==> src/rtl/biriscv_muldiv_pkg.sv <==
// Shared types for the mul/div issue scheduler: FSM encoding, default multiplier
// latency and the in-flight tracker entry layout.
package biriscv_muldiv_pkg;

    typedef enum logic [1:0] {
        ST_IDLE     = 2'd0,
        ST_DIV_BUSY = 2'd1,
        ST_DIV_KILL = 2'd2
    } state_t;

    localparam int MUL_LATENCY_DEF = 2;
    localparam int RD_W            = 5;

    typedef struct packed {
        logic            vld;
        logic [RD_W-1:0] rd;
        logic            lane;
        logic            mulf;
    } trk_entry_t;

endpackage

==> src/rtl/biriscv_muldiv_sched_if.sv <==
// Issue-stage <-> mul/div scheduler bundle: lane classification in, stalls,
// unit strobes and registered writeback out; no backpressure beyond the stalls.
interface biriscv_muldiv_sched_if;
    import biriscv_muldiv_pkg::*;

    logic            enable_muldiv_i;
    logic            flush_i;
    logic            lane0_valid_i;
    logic            lane0_mul_i;
    logic            lane0_div_i;
    logic            lane0_mulf_i;
    logic [RD_W-1:0] lane0_rd_idx_i;
    logic            lane1_valid_i;
    logic            lane1_mul_i;
    logic            lane1_div_i;
    logic            lane1_mulf_i;
    logic [RD_W-1:0] lane1_rd_idx_i;
    logic            lane0_stall_o;
    logic            lane1_stall_o;
    logic            unit_mul_valid_o;
    logic            unit_mulf_valid_o;
    logic            unit_div_valid_o;
    logic            unit_lane_o;
    logic            div_complete_i;
    logic            wb_valid_o;
    logic [RD_W-1:0] wb_rd_o;
    logic            wb_lane_o;
    logic            wb_div_o;
    logic            wb_mulf_o;
    logic            busy_o;

    modport master (
        output enable_muldiv_i, flush_i,
        output lane0_valid_i, lane0_mul_i, lane0_div_i, lane0_mulf_i, lane0_rd_idx_i,
        output lane1_valid_i, lane1_mul_i, lane1_div_i, lane1_mulf_i, lane1_rd_idx_i,
        output div_complete_i,
        input  lane0_stall_o, lane1_stall_o,
        input  unit_mul_valid_o, unit_mulf_valid_o, unit_div_valid_o, unit_lane_o,
        input  wb_valid_o, wb_rd_o, wb_lane_o, wb_div_o, wb_mulf_o, busy_o
    );

    modport slave (
        input  enable_muldiv_i, flush_i,
        input  lane0_valid_i, lane0_mul_i, lane0_div_i, lane0_mulf_i, lane0_rd_idx_i,
        input  lane1_valid_i, lane1_mul_i, lane1_div_i, lane1_mulf_i, lane1_rd_idx_i,
        input  div_complete_i,
        output lane0_stall_o, lane1_stall_o,
        output unit_mul_valid_o, unit_mulf_valid_o, unit_div_valid_o, unit_lane_o,
        output wb_valid_o, wb_rd_o, wb_lane_o, wb_div_o, wb_mulf_o, busy_o
    );

endinterface

==> src/rtl/biriscv_muldiv_track.sv <==
// Multiplier in-flight tracker: DEPTH-stage shift register, entry reaches the last
// stage DEPTH cycles after load; no backpressure, flush drops every valid bit.
module biriscv_muldiv_track
    import biriscv_muldiv_pkg::*;
#(
    parameter int DEPTH = MUL_LATENCY_DEF
) (
    input  logic       clk_i,
    input  logic       rst_i,
    input  logic       flush_i,
    input  logic       load_i,
    input  trk_entry_t load_entry_i,
    output trk_entry_t head_nxt_o,
    output logic       any_vld_o
);

    trk_entry_t [DEPTH-1:0] stage_q;
    trk_entry_t [DEPTH-1:0] stage_nxt;

    always_comb begin
        stage_nxt        = '0;
        stage_nxt[0]     = load_entry_i;
        stage_nxt[0].vld = load_i;
        for (int i = 1; i < DEPTH; i++) begin
            stage_nxt[i] = stage_q[i-1];
        end
        if (flush_i) begin
            for (int i = 0; i < DEPTH; i++) begin
                stage_nxt[i].vld = 1'b0;
            end
        end
    end

    always_ff @(posedge clk_i) begin
        if (rst_i) begin
            stage_q <= '0;
        end else begin
            stage_q <= stage_nxt;
        end
    end

    // The entry about to land in the last stage feeds the writeback registers, so
    // the writeback strobe lines up with the last stage's valid bit.
    assign head_nxt_o = stage_nxt[DEPTH-1];

    always_comb begin
        any_vld_o = 1'b0;
        for (int i = 0; i < DEPTH; i++) begin
            any_vld_o = any_vld_o | stage_q[i].vld;
        end
    end

endmodule

==> src/rtl/biriscv_muldiv_sched.sv <==
// Mul/div issue scheduler: 0-cycle issue/stall decision, writeback registered
// (MUL_LATENCY after mul issue, 1 after div_complete); lanes stall when unit unavailable.
module biriscv_muldiv_sched
    import biriscv_muldiv_pkg::*;
#(
    parameter int MUL_LATENCY = MUL_LATENCY_DEF
) (
    input  logic                  clk_i,
    input  logic                  rst_i,
    biriscv_muldiv_sched_if.slave bus
);

    state_t          state_q;
    state_t          state_nxt;
    logic            req0;
    logic            req1;
    logic            can0;
    logic            can1;
    logic            issue0;
    logic            issue1;
    logic            stall0;
    logic            stall1;
    logic            unit_mul;
    logic            unit_mulf;
    logic            unit_div;
    logic            trk_any;
    trk_entry_t      load_entry;
    trk_entry_t      head_nxt;
    logic [RD_W-1:0] div_rd_q;
    logic            div_lane_q;
    logic            div_done;

    logic            wb_valid_q;
    logic [RD_W-1:0] wb_rd_q;
    logic            wb_lane_q;
    logic            wb_div_q;
    logic            wb_mulf_q;
    logic            wb_valid_nxt;
    logic [RD_W-1:0] wb_rd_nxt;
    logic            wb_lane_nxt;
    logic            wb_div_nxt;
    logic            wb_mulf_nxt;

    // Divides also wait for the mul tracker to drain so the two writeback
    // sources can never land in the same cycle.
    always_comb begin
        req0   = bus.lane0_valid_i & (bus.lane0_mul_i | bus.lane0_div_i | bus.lane0_mulf_i)
                 & bus.enable_muldiv_i & ~bus.flush_i;
        req1   = bus.lane1_valid_i & (bus.lane1_mul_i | bus.lane1_div_i | bus.lane1_mulf_i)
                 & bus.enable_muldiv_i & ~bus.flush_i;
        can0   = (state_q == ST_IDLE) & ~(bus.lane0_div_i & trk_any);
        can1   = (state_q == ST_IDLE) & ~(bus.lane1_div_i & trk_any);
        stall0 = req0 & ~can0;
        issue0 = req0 & can0;
        stall1 = stall0 | (req1 & (issue0 | ~can1));
        issue1 = req1 & ~stall1;
    end

    assign unit_mul  = (issue0 & bus.lane0_mul_i)  | (issue1 & bus.lane1_mul_i);
    assign unit_mulf = (issue0 & bus.lane0_mulf_i) | (issue1 & bus.lane1_mulf_i);
    assign unit_div  = (issue0 & bus.lane0_div_i)  | (issue1 & bus.lane1_div_i);

    assign bus.lane0_stall_o     = stall0;
    assign bus.lane1_stall_o     = stall1;
    assign bus.unit_mul_valid_o  = unit_mul;
    assign bus.unit_mulf_valid_o = unit_mulf;
    assign bus.unit_div_valid_o  = unit_div;
    assign bus.unit_lane_o       = issue1;

    always_comb begin
        load_entry      = '0;
        load_entry.vld  = unit_mul | unit_mulf;
        load_entry.rd   = issue1 ? bus.lane1_rd_idx_i : bus.lane0_rd_idx_i;
        load_entry.lane = issue1;
        load_entry.mulf = unit_mulf;
    end

    biriscv_muldiv_track #(
        .DEPTH (MUL_LATENCY)
    ) u_track (
        .clk_i        (clk_i),
        .rst_i        (rst_i),
        .flush_i      (bus.flush_i),
        .load_i       (load_entry.vld),
        .load_entry_i (load_entry),
        .head_nxt_o   (head_nxt),
        .any_vld_o    (trk_any)
    );

    always_comb begin
        state_nxt = state_q;
        case (state_q)
            ST_IDLE: begin
                if (unit_div) begin
                    state_nxt = ST_DIV_BUSY;
                end
            end
            ST_DIV_BUSY: begin
                if (bus.div_complete_i) begin
                    state_nxt = ST_IDLE;
                end else if (bus.flush_i) begin
                    state_nxt = ST_DIV_KILL;
                end
            end
            ST_DIV_KILL: begin
                if (bus.div_complete_i) begin
                    state_nxt = ST_IDLE;
                end
            end
            default: state_nxt = ST_IDLE;
        endcase
    end

    always_ff @(posedge clk_i) begin
        if (rst_i) begin
            state_q    <= ST_IDLE;
            div_rd_q   <= '0;
            div_lane_q <= 1'b0;
        end else begin
            state_q <= state_nxt;
            if (unit_div) begin
                div_rd_q   <= issue1 ? bus.lane1_rd_idx_i : bus.lane0_rd_idx_i;
                div_lane_q <= issue1;
            end
        end
    end

    // A flush in the completion cycle discards the divide result.
    assign div_done = (state_q == ST_DIV_BUSY) & bus.div_complete_i & ~bus.flush_i;

    always_comb begin
        wb_valid_nxt = 1'b0;
        wb_rd_nxt    = '0;
        wb_lane_nxt  = 1'b0;
        wb_div_nxt   = 1'b0;
        wb_mulf_nxt  = 1'b0;
        if (head_nxt.vld) begin
            wb_valid_nxt = 1'b1;
            wb_rd_nxt    = head_nxt.rd;
            wb_lane_nxt  = head_nxt.lane;
            wb_mulf_nxt  = head_nxt.mulf;
        end else if (div_done) begin
            wb_valid_nxt = 1'b1;
            wb_rd_nxt    = div_rd_q;
            wb_lane_nxt  = div_lane_q;
            wb_div_nxt   = 1'b1;
        end
    end

    always_ff @(posedge clk_i) begin
        if (rst_i) begin
            wb_valid_q <= 1'b0;
            wb_rd_q    <= '0;
            wb_lane_q  <= 1'b0;
            wb_div_q   <= 1'b0;
            wb_mulf_q  <= 1'b0;
        end else begin
            wb_valid_q <= wb_valid_nxt;
            wb_rd_q    <= wb_rd_nxt;
            wb_lane_q  <= wb_lane_nxt;
            wb_div_q   <= wb_div_nxt;
            wb_mulf_q  <= wb_mulf_nxt;
        end
    end

    assign bus.wb_valid_o = wb_valid_q;
    assign bus.wb_rd_o    = wb_rd_q;
    assign bus.wb_lane_o  = wb_lane_q;
    assign bus.wb_div_o   = wb_div_q;
    assign bus.wb_mulf_o  = wb_mulf_q;
    assign bus.busy_o     = (state_q != ST_IDLE) | trk_any;

endmodule
==> src/flat_wrapper.sv <==
// flat-port wrapper written by rule: the top's interface ports become plain ports
module biriscv_muldiv_sched_flat import biriscv_muldiv_pkg::*;
#(
    parameter int MUL_LATENCY = MUL_LATENCY_DEF
)
  (clk_i, rst_i, bus_enable_muldiv_i, bus_flush_i, bus_lane0_valid_i, bus_lane0_mul_i, bus_lane0_div_i, bus_lane0_mulf_i, bus_lane0_rd_idx_i, bus_lane1_valid_i, bus_lane1_mul_i, bus_lane1_div_i, bus_lane1_mulf_i, bus_lane1_rd_idx_i, bus_div_complete_i, bus_lane0_stall_o, bus_lane1_stall_o, bus_unit_mul_valid_o, bus_unit_mulf_valid_o, bus_unit_div_valid_o, bus_unit_lane_o, bus_wb_valid_o, bus_wb_rd_o, bus_wb_lane_o, bus_wb_div_o, bus_wb_mulf_o, bus_busy_o);
  biriscv_muldiv_sched_if bus_i ();
  input  logic clk_i;
  input  logic rst_i;
  input wire logic [$bits(bus_i.enable_muldiv_i)-1:0] bus_enable_muldiv_i;
  input wire logic [$bits(bus_i.flush_i)-1:0] bus_flush_i;
  input wire logic [$bits(bus_i.lane0_valid_i)-1:0] bus_lane0_valid_i;
  input wire logic [$bits(bus_i.lane0_mul_i)-1:0] bus_lane0_mul_i;
  input wire logic [$bits(bus_i.lane0_div_i)-1:0] bus_lane0_div_i;
  input wire logic [$bits(bus_i.lane0_mulf_i)-1:0] bus_lane0_mulf_i;
  input wire logic [$bits(bus_i.lane0_rd_idx_i)-1:0] bus_lane0_rd_idx_i;
  input wire logic [$bits(bus_i.lane1_valid_i)-1:0] bus_lane1_valid_i;
  input wire logic [$bits(bus_i.lane1_mul_i)-1:0] bus_lane1_mul_i;
  input wire logic [$bits(bus_i.lane1_div_i)-1:0] bus_lane1_div_i;
  input wire logic [$bits(bus_i.lane1_mulf_i)-1:0] bus_lane1_mulf_i;
  input wire logic [$bits(bus_i.lane1_rd_idx_i)-1:0] bus_lane1_rd_idx_i;
  input wire logic [$bits(bus_i.div_complete_i)-1:0] bus_div_complete_i;
  output wire logic [$bits(bus_i.lane0_stall_o)-1:0] bus_lane0_stall_o;
  output wire logic [$bits(bus_i.lane1_stall_o)-1:0] bus_lane1_stall_o;
  output wire logic [$bits(bus_i.unit_mul_valid_o)-1:0] bus_unit_mul_valid_o;
  output wire logic [$bits(bus_i.unit_mulf_valid_o)-1:0] bus_unit_mulf_valid_o;
  output wire logic [$bits(bus_i.unit_div_valid_o)-1:0] bus_unit_div_valid_o;
  output wire logic [$bits(bus_i.unit_lane_o)-1:0] bus_unit_lane_o;
  output wire logic [$bits(bus_i.wb_valid_o)-1:0] bus_wb_valid_o;
  output wire logic [$bits(bus_i.wb_rd_o)-1:0] bus_wb_rd_o;
  output wire logic [$bits(bus_i.wb_lane_o)-1:0] bus_wb_lane_o;
  output wire logic [$bits(bus_i.wb_div_o)-1:0] bus_wb_div_o;
  output wire logic [$bits(bus_i.wb_mulf_o)-1:0] bus_wb_mulf_o;
  output wire logic [$bits(bus_i.busy_o)-1:0] bus_busy_o;
  assign bus_i.enable_muldiv_i = bus_enable_muldiv_i;
  assign bus_i.flush_i = bus_flush_i;
  assign bus_i.lane0_valid_i = bus_lane0_valid_i;
  assign bus_i.lane0_mul_i = bus_lane0_mul_i;
  assign bus_i.lane0_div_i = bus_lane0_div_i;
  assign bus_i.lane0_mulf_i = bus_lane0_mulf_i;
  assign bus_i.lane0_rd_idx_i = bus_lane0_rd_idx_i;
  assign bus_i.lane1_valid_i = bus_lane1_valid_i;
  assign bus_i.lane1_mul_i = bus_lane1_mul_i;
  assign bus_i.lane1_div_i = bus_lane1_div_i;
  assign bus_i.lane1_mulf_i = bus_lane1_mulf_i;
  assign bus_i.lane1_rd_idx_i = bus_lane1_rd_idx_i;
  assign bus_i.div_complete_i = bus_div_complete_i;
  assign bus_lane0_stall_o = bus_i.lane0_stall_o;
  assign bus_lane1_stall_o = bus_i.lane1_stall_o;
  assign bus_unit_mul_valid_o = bus_i.unit_mul_valid_o;
  assign bus_unit_mulf_valid_o = bus_i.unit_mulf_valid_o;
  assign bus_unit_div_valid_o = bus_i.unit_div_valid_o;
  assign bus_unit_lane_o = bus_i.unit_lane_o;
  assign bus_wb_valid_o = bus_i.wb_valid_o;
  assign bus_wb_rd_o = bus_i.wb_rd_o;
  assign bus_wb_lane_o = bus_i.wb_lane_o;
  assign bus_wb_div_o = bus_i.wb_div_o;
  assign bus_wb_mulf_o = bus_i.wb_mulf_o;
  assign bus_busy_o = bus_i.busy_o;
  biriscv_muldiv_sched #(.MUL_LATENCY(MUL_LATENCY)) u_core (.clk_i(clk_i), .rst_i(rst_i), .bus(bus_i));
endmodule
==> config.mk <==
export PLATFORM = sky130hd
export DESIGN_NAME = biriscv_muldiv_sched_flat
export DESIGN_NICKNAME = d
export VERILOG_FILES = /design/src/rtl/biriscv_muldiv_pkg.sv /design/src/rtl/biriscv_muldiv_sched_if.sv /design/src/rtl/biriscv_muldiv_track.sv /design/src/rtl/biriscv_muldiv_sched.sv /design/src/flat_wrapper.sv
export SDC_FILE = /design/constraint.sdc
export NUM_CORES = 1
export LEC_CHECK = 0
export ABC_AREA = 0
export CAP_MARGIN = 10
export CORE_MARGIN = 2
export CORE_UTILIZATION = 39
export CTS_CLUSTER_SIZE = 12
export DETAILED_ROUTE_END_ITERATION = 6
export GPL_TIMING_DRIVEN = 0
export PLACE_DENSITY = 0.71
export SETUP_SLACK_MARGIN = 0.05
export SYNTH_ARGS = -nofsm -noshare
export SYNTH_HDL_FRONTEND = slang
export SYNTH_SLANG_ARGS = --single-unit
==> constraint.sdc <==
create_clock -name clk_i -period 2.44 [get_ports clk_i]
set_clock_uncertainty 0.1 [all_clocks]
set_input_delay 0.732 -clock clk_i [delete_from_list [all_inputs] [get_ports clk_i]]
set_output_delay 0.732 -clock clk_i [all_outputs]
set_load 0.05 [all_outputs]
Word level (Yosys, flattened, before mapping)
Index checks and enable logic that the tools add are counted.

Output and inout bits: 16. Register bits after elaboration: 26. Bits in latches: 0. Memories: 0. RAM bits: 0. Bits in read-only memories: 0.

Order comparisons: 0. Multiply operators: 0. Add/sub/neg operators: 0. Bitwise gates (word level): 41. Multiplexer cells: 13. Equality and inequality tests: 5. Shift-type cells: 0. Reduce and logical (&&, ||, !) cells: 6. Divide/modulo/power cells: 0.

Operators by type and width (number): $and 1x1->1 (22); $mux 5 (3); $or 1x1->1 (12); $mux 2 (4); $not 1->1 (7); $pmux 2 s3 (1); $reduce_or 2->1 (3); $mux 1 (5); $ne 2x2->1 const B (2); $ne 3x3->1 const B (1); $reduce_and 3->1 (1); $eq 2x1->1 const B (1); $eq 2x2->1 const B (1); $logic_not 2->1 (1); $reduce_bool 2->1 (1).

Depth between registers and ports, before layout
Gate-level depths: netlist of run 1.

Depth in word-level cells: 15. Gate-level depth with buffers: 5. Mapped depth without buffers: 4.

Cells and area by module
A second synthesis of run 1 with hierarchy kept.

Cell total of the unflattened synthesis: 128. Area, all modules: 1188.6 um^2.

Modules (own cells, without submodules): biriscv_muldiv_sched (area an instance 884.6 um^2, seq. area each 340.3 um^2, cells each 101, instances 1); biriscv_muldiv_track (area an instance 304.0 um^2, seq. area each 180.2 um^2, cells each 27, instances 1).

Least setup slack after synthesis of run 1
OpenSTA, ideal clock, no wires.

Kind: input to output. Start: input port bus_lane0_div_i. End: output port bus_unit_mul_valid_o. Slack: -865 ps. Cell stages on the path: 4. Path buffers: 0. Arrival: 2473 ps. Cell sequence: or3_4 a221oi_4 and2_1 a22o_1.

Longest elaborated chain between the ends: 13. Elaborated cells between the ends (all ways): 19.

RTL lines: start, declared (RTL line flat_wrapper.sv:14) `input wire logic [$bits(bus_i.lane0_div_i)-1:0] bus_lane0_div_i;`; $or 1x1->1 (2 in series) (RTL line biriscv_muldiv_sched.sv:47) `req0 = bus.lane0_valid_i & (bus.lane0_mul_i | bus.lane0_div_i | bus.lane0_mulf_i)`; $and 1x1->1 (RTL line biriscv_muldiv_sched.sv:47); $and 1x1->1 (2 in series) (RTL line biriscv_muldiv_sched.sv:48) `& bus.enable_muldiv_i & ~bus.flush_i;`; $and 1x1->1 (RTL line biriscv_muldiv_sched.sv:54) `issue0 = req0 & can0;`; $or 1x1->1 (RTL line biriscv_muldiv_sched.sv:55) `stall1 = stall0 | (req1 & (issue0 | ~can1));`; $and 1x1->1 (RTL line biriscv_muldiv_sched.sv:55); $or 1x1->1 * (RTL line biriscv_muldiv_sched.sv:55); $not 1->1 * (RTL line biriscv_muldiv_sched.sv:56) `issue1 = req1 & ~stall1;`; $and 1x1->1 * (RTL line biriscv_muldiv_sched.sv:56); net bus_unit_lane_o (RTL line flat_wrapper.sv:28) `output wire logic [$bits(bus_i.unit_lane_o)-1:0] bus_unit_lane_o;`; $and 1x1->1 * (RTL line biriscv_muldiv_sched.sv:59) `assign unit_mul = (issue0 & bus.lane0_mul_i) | (issue1 & bus.lane1_mul_i);`; $or 1x1->1 * (RTL line biriscv_muldiv_sched.sv:59); end, declared (RTL line flat_wrapper.sv:25) `output wire logic [$bits(bus_i.unit_mul_valid_o)-1:0] bus_unit_mul_valid_o;`.

Mark *: on every way through the listed nets, which the timed path passes. The rest lies on a longest branch.

Final worst setup path of run 1
Start: input port bus_lane1_mul_i. End: output port bus_unit_mulf_valid_o.

Longest elaborated chain between the ends: 11.

RTL lines: start, declared (RTL line flat_wrapper.sv:18) `input wire logic [$bits(bus_i.lane1_mul_i)-1:0] bus_lane1_mul_i;`; $or 1x1->1 * (2 in series) (RTL line biriscv_muldiv_sched.sv:49) `req1 = bus.lane1_valid_i & (bus.lane1_mul_i | bus.lane1_div_i | bus.lane1_mulf_i)`; $and 1x1->1 * (RTL line biriscv_muldiv_sched.sv:49); $and 1x1->1 * (2 in series) (RTL line biriscv_muldiv_sched.sv:50) `& bus.enable_muldiv_i & ~bus.flush_i;`; $and 1x1->1 (RTL line biriscv_muldiv_sched.sv:55); $or 1x1->1 (RTL line biriscv_muldiv_sched.sv:55); $not 1->1 (RTL line biriscv_muldiv_sched.sv:56); $and 1x1->1 * (RTL line biriscv_muldiv_sched.sv:56); $and 1x1->1 * (RTL line biriscv_muldiv_sched.sv:60) `assign unit_mulf = (issue0 & bus.lane0_mulf_i) | (issue1 & bus.lane1_mulf_i);`; $or 1x1->1 * (RTL line biriscv_muldiv_sched.sv:60); end, declared (RTL line flat_wrapper.sv:26) `output wire logic [$bits(bus_i.unit_mulf_valid_o)-1:0] bus_unit_mulf_valid_o;`.

Every way passes the cells marked *; elsewhere a longest branch is shown, timed or not.

==> results of run 1 <==
## Yosys cell counts
master     count  share of area, %
a311oi_1       1              0.78
a221oi_4       1               2.4
and2_1         2               1.1
nand3b_1       1              0.67
nor3_1         4               1.8
a22o_1         8               6.3
dfxtp_1       26                47
nand2_1        3               1.0
and4b_1        2               1.8
a21oi_1       13               5.8
o21a_1         2               1.3
and3b_1        1              0.78
a2111oi_1      1              0.90
or2_1          1              0.56
nor4_2         1               1.1
a21o_1         5               3.4
and3_1         2               1.1
clkbuf_1       6               2.0
nor2_1         4               1.3
or2_2          1              0.56
o221a_1        5               5.0
inv_1          8               2.7
nor2b_1        3               1.7
buf_6          1               1.0
a32oi_1        1              0.78
nand3_1        6               2.7
o211ai_2       1               1.1
a211oi_1       1              0.67
o22ai_1        1              0.56
and4bb_1       1               1.1
or3_4          1               1.0
inv_2          1              0.34
## state kept, by name, summed over array words and instances (netlist names)
signal	flops
u_core.u_track.head_nxt_o	7
u_core.bus.wb_rd_o	5
u_core.div_rd_q	5
u_core.state_q	2
u_core.u_track.stage_q	2
u_core.bus.wb_div_o	1
u_core.bus.wb_lane_o	1
u_core.bus.wb_mulf_o	1
u_core.bus.wb_valid_o	1
u_core.div_lane_q	1
## worst reg2reg max path: cells and delay by family (launching register included)
kind,cells,cell delay [ns]
AOI/OAI and AO/OA,2,0.53
and+or+nand+nor,2,0.42
DFF,1,0.40
buffers and inverters,2,0.33
## logic make-up after synthesis
logic type,count (synthesis),share of synthesized area [%]
flops,26,46.58
simple gates,33,18.37
buf+inv,16,6.047
compound gates,40,29.00
## stage by stage
| stage | hold slack [ns] | power (mW) | util, % |
|---|---|---|---|
| global placement | 0.3308 | 0.6028 | 57.53 |
| detailed placement | 0.3382 | 0.6063 | 57.53 |
| global route | 0.3924 | 0.9552 | 66.77 |
| finish | 0.3677 | 0.9199 | 66.77 |
| CTS | 0.3656 | 0.9058 | 64.99 |
| floorplan | 0.3259 | 0.5383 | - |
## final timing paths
path,endpoint,start,depth (start not counted),slack [ns]
worst max-delay path,bus_unit_mulf_valid_o,bus_lane1_mul_i,7,-0.46
worst min-delay path,u_core.div_lane_q$_SDFFE_PP0P_,u_core.div_lane_q$_SDFFE_PP0P_,2,0.37
worst max register to register,u_core.u_track.head_nxt_o[5]$_SDFF_PP0_,u_core.u_track.stage_q[7]$_SDFF_PP0_,6,0.60
worst min register to register,u_core.div_lane_q$_SDFFE_PP0P_,u_core.div_lane_q$_SDFFE_PP0P_,2,0.37
## area by class of cell
class / instances / area [sq um] / area share (%)
clock inverters: 1 / 30.03 / 1.645
multi-input cells: 73 / 645.6 / 35.37
repair buffers: 51 / 488.0 / 26.73
plain buffers: 7 / 43.79 / 2.399
flip-flops and latches: 26 / 520.5 / 28.51
clock buffers: 3 / 22.52 / 1.234
inverters: 9 / 36.28 / 1.988
well taps: 31 / 38.79 / 2.125
## per-layer routing
layer	vias up	GRT usage, %	wire [um]
li1	537	-	-
met1	521	23.66	1357
met2	43	34.90	1520
met3	11	2.268	114
met4	0	6.645	93
met5	-	0	0
## power by group through the flow
stage	logic (mW)	clock network (mW)	registers, mW
4_1_cts	0.174	0.287	0.445
6_report	0.187	0.287	0.446
3_3_place_gp	0.149	0	0.454
5_1_grt	0.199	0.309	0.448
2_1_floorplan	0.0834	0	0.455
3_5_place_dp	0.152	0	0.454
## timing repair
| action | CTS | global route |
|---|---|---|
| setup buffers | 10 | 4 |
| cloned | 0 | 0 |
| resized for setup | 86 | 15 |
| pin swaps | 12 | 6 |
| setup endpoints to repair | 8 | 7 |
==> impl_metrics.yaml, run 1 <==
outcome:
  outcome: "complete, but fails checks"
  violations: "setup timing"
sta:
  tightestPinTransition_ns: 0.4924
  period_share_pct: 119.0
  rsz0062_at_grt: "true"
  hold_viol: 0
  setup_ws_ns: -0.4626
  slew_headroom_pct: 67.07
  period_minus_slack_ns: 2.903
  fmaxAchievable_mhz: 344.5
  setup_viol: 6
  setup_tns_ns: -1.866
  final_max_slew_viol_count: 0
place:
  io_buffers: 37
  finalWeightedCongestion: 0.9105
  dp.cells: 183
  dpl_cell_area_sq_mm: 0.001573
  pre_cts_ws_ns: -1.708
  hpwl_um: 2103
floorplanning:
  io_pins: 39
  num_rows: 19
  dieHeight_um: 57.53
  die-area_sq_mm: 0.003309
  coreArea_sq_mm: 0.002734
  die_w_um: 57.53
  initial_utilization_pct: 40.87
critical_path:
  criticalPathCategory: "in2out"
  endpoint_kind: "output pin"
  critical_path_required_ns: 1.61
  cp_max_fo: 3
  critical-path-slowest-cell: "and4bb_2"
  slowest_delay_ns: 0.29
  crit_buf_inv: 4
  start_kind: "input pin"
  crit_chain: "clkdlybuf4s15_1 -> nor3_2 -> and4bb_2 -> clkbuf_8 -> a32oi_4 -> inv_4 -> buf_8"
  cp_top_family: "buffers and inverters"
  cp.arrival_ns: 2.07
clock_tree:
  cts_buffers: 3
  clkTransAtPathRegs_ns: 0.13
  clockBufferDepth: 2
  ctsHoldBuffers: 0
  cts_root_buf: "clkbuf_4"
  htreeDepth: 1
  clk-insertion-delay-late_ns: 0.32
  cts_tree: "done"
  cts.sinks: 26
yosys:
  syn_area_sq_mm: 0.001117
  avgSynthCellArea_sq_um: 9.716
  ys_types: 32
  ys_warn_count: 0
  syn_inst: 115
  syn-num-nets: 138
  seq_area_frac_synth_pct: 46.58
  synth_seq_cells: 26
route:
  via_count: 1112
  first_pass_iters: 4
  drc: 0
  routed_wl_um: 3086
  drtIter0Drc: 28
  antenna_left: 0
  viasPerCell: 5.532
  wl_per_cell_um: 15.35
layout:
  post_route_cells_drive_above_1_share_pct: 30.59
  design_area_sq_mm: 0.001826
  instances_no_fill: 201
  n_antenna_cell: 0
  fillers: 212
  fin_nets: 194
  final_cell_mix: "dfxtp_1 (26), clkdlybuf4s50_1 (20), buf_4 (14)"
  layout_commonest_cell: "dfxtp_1"
  syn2layout_area_growth_pct: 63.38
grt:
  grt_overflow: 0
  grt_pass1_wl_um: 5009
  grt_pass1_vias: 1091
  grt_max_degree: 16
  grt_usage_pct: 19.38
  antenna_found_initial: 0
pwr:
  power.share.clock_pct: 31.2
  p_switching_mw: 0.2237
  p_seq_share_pct: 48.4
  power.density_mw_per_mm2: 503.9
  internal-power_mw: 0.6963
  p_sw_share_pct: 24.31
  ir_worst_vdd_mv: 0.4833
  p_comb_share_pct: 20.3
  p_leak_nw: 0.7629
hold_path:
  hold_path.class: "reg2reg"
job:
  cap_violations: 0
Note: power is estimated with default switching activity, not from simulation.
==> run 2, diff against run 1 <==
--- a/config.mk
+++ b/config.mk
@@ -7,7 +7,7 @@
 export LEC_CHECK = 0
 export ABC_AREA = 0
 export CAP_MARGIN = 10
-export CORE_MARGIN = 2
+export CORE_MARGIN = 1.5
 export CORE_UTILIZATION = 39
 export CTS_CLUSTER_SIZE = 12
 export DETAILED_ROUTE_END_ITERATION = 6
==> impl_metrics.yaml, run 2 (synthesized netlist as in run 1, its figures left out) <==
clock_tree:
  cts_tree: "done"
  cts_buffers: 3
  clk-insertion-delay-late_ns: 0.33
  ctsHoldBuffers: 0
  cts_root_buf: "clkbuf_4"
  clkTransAtPathRegs_ns: 0.13
  cts.sinks: 26
  htreeDepth: 1
  clockBufferDepth: 2
sta:
  setup_viol: 6
  whs_ns: 0.3647
  hold_viol: 0
  slew_headroom_pct: 67.02
  period_minus_slack_ns: 2.942
  tightestPinTransition_ns: 0.4931
  fmaxAchievable_mhz: 339.9
  setup_ws_ns: -0.5021
  period_share_pct: 120.6
  setup_tns_ns: -2.215
  rsz0062_at_grt: "true"
  final_max_slew_viol_count: 0
layout:
  syn2layout_area_growth_pct: 68.76
  fin_nets: 199
  layout_commonest_cell: "dfxtp_1"
  fillers: 200
  largest_reg_flops: 7
  final_util_pct: 68.97
  final_cell_mix: "dfxtp_1 (26), clkdlybuf4s50_1 (20), buf_4 (14)"
  instances_no_fill: 206
  post_route_cells_drive_above_1_share_pct: 32.00
  ff_latch_area_sq_um: 520.5
  multiInputGateArea_sq_um: 645.6
  n_antenna_cell: 0
route:
  wl_per_cell_um: 16.66
  first_pass_iters: 4
  top_layer_used: "met4"
  drtIter0Drc: 25
  routed_wl_um: 3432
  drt-met1-wl_um: 1544
  via_count: 1132
  wl_met3_um: 129
  wl_met2_um: 1711
  antenna_left: 0
  drc: 0
  viasPerCell: 5.495
outcome:
  outcome: "complete, but fails checks"
  violations: "setup timing"
hold_path:
  min_to: "u_core.bus.wb_lane_o$_SDFF_PP0_"
  min_path_cells: 1
  hold_start: "u_core.u_track.head_nxt_o[1]$_SDFF_PP0_"
  hold_path.class: "reg2reg"
grt:
  grt_overflow: 0
  grt_max_degree: 16
  antenna_found_initial: 0
  grt_usage_pct: 19.84
  grt_pass1_wl_um: 4885
  grt_pass1_vias: 1036
place:
  pre_cts_ws_ns: -1.697
  hpwl_um: 2080
  finalWeightedCongestion: 0.8871
  dp.cells: 183
  io_buffers: 37
floorplanning:
  dieHeight_um: 56.53
  num_rows: 19
  die-area_sq_mm: 0.003195
  die_w_um: 56.53
  initial_utilization_pct: 40.87
  coreArea_sq_mm: 0.002734
  io_pins: 39
pwr:
  power.share.clock_pct: 31.3
  p_switching_mw: 0.2374
  internal-power_mw: 0.7041
  p_comb_share_pct: 21.3
  power.density_mw_per_mm2: 499.3
  p_leak_nw: 0.7949
  p_sw_share_pct: 25.21
  p_seq_share_pct: 47.4
  ir_worst_vdd_mv: 0.5672
critical_path:
  start_kind: "input pin"
  ff2ff_path_depth: 8
  crit_chain: "buf_8 -> or3_4 -> a221oi_4 -> buf_6 -> a32oi_4 -> inv_4 -> buf_8"
  r2r_start: "u_core.u_track.stage_q[7]$_SDFF_PP0_"
  criticalPathCategory: "in2out"
  cp_max_fo: 4
  r2r-end: "u_core.u_track.head_nxt_o[6]$_SDFF_PP0_"
  cp.arrival_ns: 2.11
  endpoint_kind: "output pin"
  crit_top_cell: "buf_8"
  critical_path_required_ns: 1.61
  slowest_delay_ns: 0.41
  rrSetupSlack_ns: 0.34
  critical-path-slowest-cell: "or3_4"
job:
  cap_violations: 0
## run 2: how the worst max path moves through the flow
stage,from,to,slack (ns),depth (start not counted)
after global placement,bus_flush_i,bus_unit_mulf_valid_o,-1.71,6
after floorplan,bus_lane0_div_i,bus_unit_mul_valid_o,-0.34,4
after detailed placement,bus_flush_i,bus_unit_mulf_valid_o,-1.70,6
after CTS,bus_lane0_mul_i,bus_unit_mulf_valid_o,-0.46,7
after global routing,bus_lane0_mul_i,bus_unit_mulf_valid_o,-0.54,7
final,bus_lane0_mul_i,bus_unit_mulf_valid_o,-0.50,7
## run 2: worst max-delay path: cells and delay by family
kind | cells | cell delay (ns)
AO/OA/AOI/OAI | 2 | 0.47
buffers and inverters | 4 | 0.50
AND/OR/NAND/NOR | 1 | 0.41
## run 2: final cells by class
class | count | area share, %
buffer | 7 | 2.322
timing repair buffer | 56 | 29.06
clock inverter | 1 | 1.593
tap | 31 | 2.057
inverter | 9 | 1.924
clock buffer | 3 | 1.194
sequential | 26 | 27.60
multi-input combinational | 73 | 34.24
## run 2: through the flow
| step | total power [mW] | instance area (sq um) |
|---|---|---|
| final | 0.9414 | 1886 |
| after global routing | 0.9690 | 1886 |
| after CTS | 0.9103 | 1774 |
| after detailed placement | 0.6068 | 1573 |
| after global placement | 0.6033 | 1573 |
| after floorplan | 0.5383 | 1164 |
## run 2: metal layers
metal | global-route usage [%] | vias to the layer above
li1 | - | 548
met1 | 24.71 | 544
met2 | 35.05 | 35
met3 | 2.074 | 5
met4 | 7.143 | 0
met5 | 0 | -
## run 2: power by group through the flow
stage	logic, mW	clock network, mW	registers [mW]
after detailed placement	0.152	0	0.455
final	0.201	0.295	0.446
after floorplan	0.0834	0	0.455
after CTS	0.173	0.292	0.446
after global routing	0.210	0.312	0.447
after global placement	0.149	0	0.454
## run 2: what timing repair did
item / 4_1_cts / 5_1_grt
endpoints found under the setup margin: 8 / 7
cloned: 0 / 0
resized for setup: 86 / 21
pin swaps: 10 / 10
setup buffers: 9 / 10
==> run 3, diff against run 2 <==
--- a/config.mk
+++ b/config.mk
@@ -7,6 +7,7 @@
 export LEC_CHECK = 0
 export ABC_AREA = 0
 export CAP_MARGIN = 10
+export CORE_ASPECT_RATIO = 1.75
 export CORE_MARGIN = 1.5
 export CORE_UTILIZATION = 39
 export CTS_CLUSTER_SIZE = 12
==> impl_metrics.yaml, run 3 (synthesized netlist as in run 1, its figures left out) <==
critical_path:
  criticalPathCategory: "in2out"
  endpoint_kind: "output pin"
  cp.arrival_ns: 2.03
  cp_max_fo: 3
  critical-path-slowest-cell: "or3_4"
  start_kind: "input pin"
  crit_chain: "buf_8 -> or3_4 -> a221oi_4 -> buf_6 -> a32oi_4 -> inv_4 -> buf_8"
  slowest_delay_ns: 0.40
  critical_path_required_ns: 1.61
  crit_top_cell: "buf_8"
route:
  drtIter0Drc: 37
  first_pass_iters: 4
  routed_wl_um: 3214
  viasPerCell: 5.736
  drc: 0
  via_count: 1130
  antenna_left: 0
  wl_per_cell_um: 16.31
sta:
  whs_ns: 0.3533
  slew_headroom_pct: 66.89
  setup_viol: 6
  final_max_slew_viol_count: 0
  rsz0062_at_grt: "true"
  setup_tns_ns: -1.873
  period_share_pct: 117.4
  hold_viol: 0
  setup_ws_ns: -0.4238
  period_minus_slack_ns: 2.864
  tightestPinTransition_ns: 0.4951
  fmaxAchievable_mhz: 349.2
floorplanning:
  initial_utilization_pct: 41.06
  num_rows: 25
  dieHeight_um: 73.81
  io_pins: 39
  coreArea_sq_mm: 0.002721
  die_w_um: 43.46
  die-area_sq_mm: 0.003208
layout:
  post_route_cells_drive_above_1_share_pct: 30.59
  largest_reg_flops: 7
  syn2layout_area_growth_pct: 61.25
  n_antenna_cell: 0
  fin_nets: 195
  instances_no_fill: 197
  layout_commonest_cell: "dfxtp_1"
  final_cell_mix: "dfxtp_1 (26), clkdlybuf4s50_1 (20), buf_4 (15)"
grt:
  grt_pass1_wl_um: 4919
  antenna_found_initial: 0
  grt_pass1_vias: 1165
  grt_max_degree: 14
  grt_usage_pct: 20.65
  grt_overflow: 0
clock_tree:
  clkTransAtPathRegs_ns: 0.08
  clk-insertion-delay-late_ns: 0.27
  cts.sinks: 26
  cts_root_buf: "clkbuf_8"
  cts_tree: "done"
  htreeDepth: 1
  clockBufferDepth: 2
  cts_buffers: 3
  ctsHoldBuffers: 0
pwr:
  p_seq_share_pct: 51.1
  internal-power_mw: 0.6411
  ir_worst_vdd_mv: 0.3065
  p_switching_mw: 0.2297
  p_leak_nw: 0.7621
  power.density_mw_per_mm2: 483.3
  p_sw_share_pct: 26.37
  power.share.clock_pct: 27.4
  p_comb_share_pct: 21.5
hold_path:
  hold_path.class: "reg2reg"
place:
  dp.cells: 179
  io_buffers: 37
  hpwl_um: 2185
  finalWeightedCongestion: 0.8141
outcome:
  violations: "setup timing"
  outcome: "complete, but fails checks"
job:
  cap_violations: 0
[run 3: changes by cell type in the layout (fill, tap and decap cells not counted), sizes merged]
cell,before,now
clkdlybuf4s15,3,2
clkbuf,10,12
bufinv,1,0
buf,31,26
[run 3: final timing paths]
kind	start	to	slack (ns)	cells after the start
min reg2reg	u_core.u_track.head_nxt_o[4]$_SDFF_PP0_	u_core.bus.wb_rd_o[2]$_SDFF_PP0_	0.35	1
min	u_core.u_track.head_nxt_o[4]$_SDFF_PP0_	u_core.bus.wb_rd_o[2]$_SDFF_PP0_	0.35	1
max	bus_lane0_mul_i	bus_unit_mulf_valid_o	-0.42	7
max reg2reg	u_core.u_track.stage_q[7]$_SDFF_PP0_	u_core.u_track.head_nxt_o[4]$_SDFF_PP0_	0.62	6
[run 3: repair_timing]
action / 4_1_cts / 5_1_grt
gates resized for setup: 87 / 10
setup endpoints to repair: 9 / 6
hold endpoints to repair: 0 / 0
setup buffers: 11 / 4
pin swaps: 12 / 6
[run 3: worst max-delay path, delay by kind of cell]
family | cells | cell delay [ns]
compound gates | 2 | 0.42
buf+inv | 4 | 0.49
simple gates | 1 | 0.40
[run 3: power groups by stage]
stage	logic, mW	clock network, mW	registers [mW]
after detailed placement	0.153	0	0.454
after global routing	0.200	0.253	0.446
final	0.187	0.239	0.445
after CTS	0.178	0.243	0.445
after global placement	0.151	0	0.454
after floorplan	0.0834	0	0.455
[run 3: layout make-up]
cell class                      instances  area [sq um]
Buffer                                  7         43.79
Clock buffer                            3         41.29
Fill cell                             213         919.6
Inverter                                9         36.28
Multi-Input combinational cell         73         629.4
Sequential cell                        26         520.5
Tap cell                               27         33.78
Timing Repair Buffer                   52         496.7
[run 3: stage by stage]
| step | power (mW) | util [%] | setup slack [ns] | cell area, sq um |
|---|---|---|---|---|
| after global routing | 0.8983 | 66.21 | -0.4649 | 1802 |
| after floorplan | 0.5383 | - | -0.3449 | 1164 |
| after global placement | 0.6043 | 57.61 | -1.724 | 1568 |
| final | 0.8708 | 66.21 | -0.4238 | 1802 |
| after detailed placement | 0.6073 | 57.61 | -1.742 | 1568 |
| after CTS | 0.8661 | 64.87 | -0.4499 | 1765 |
[run 3: routing by layer]
layer	vias up	routed length (um)	track usage, %
li1	538	-	-
met1	539	1118	19.48
met2	42	1823	38.81
met3	11	138	2.703
met4	0	133	14.81
met5	-	0	0
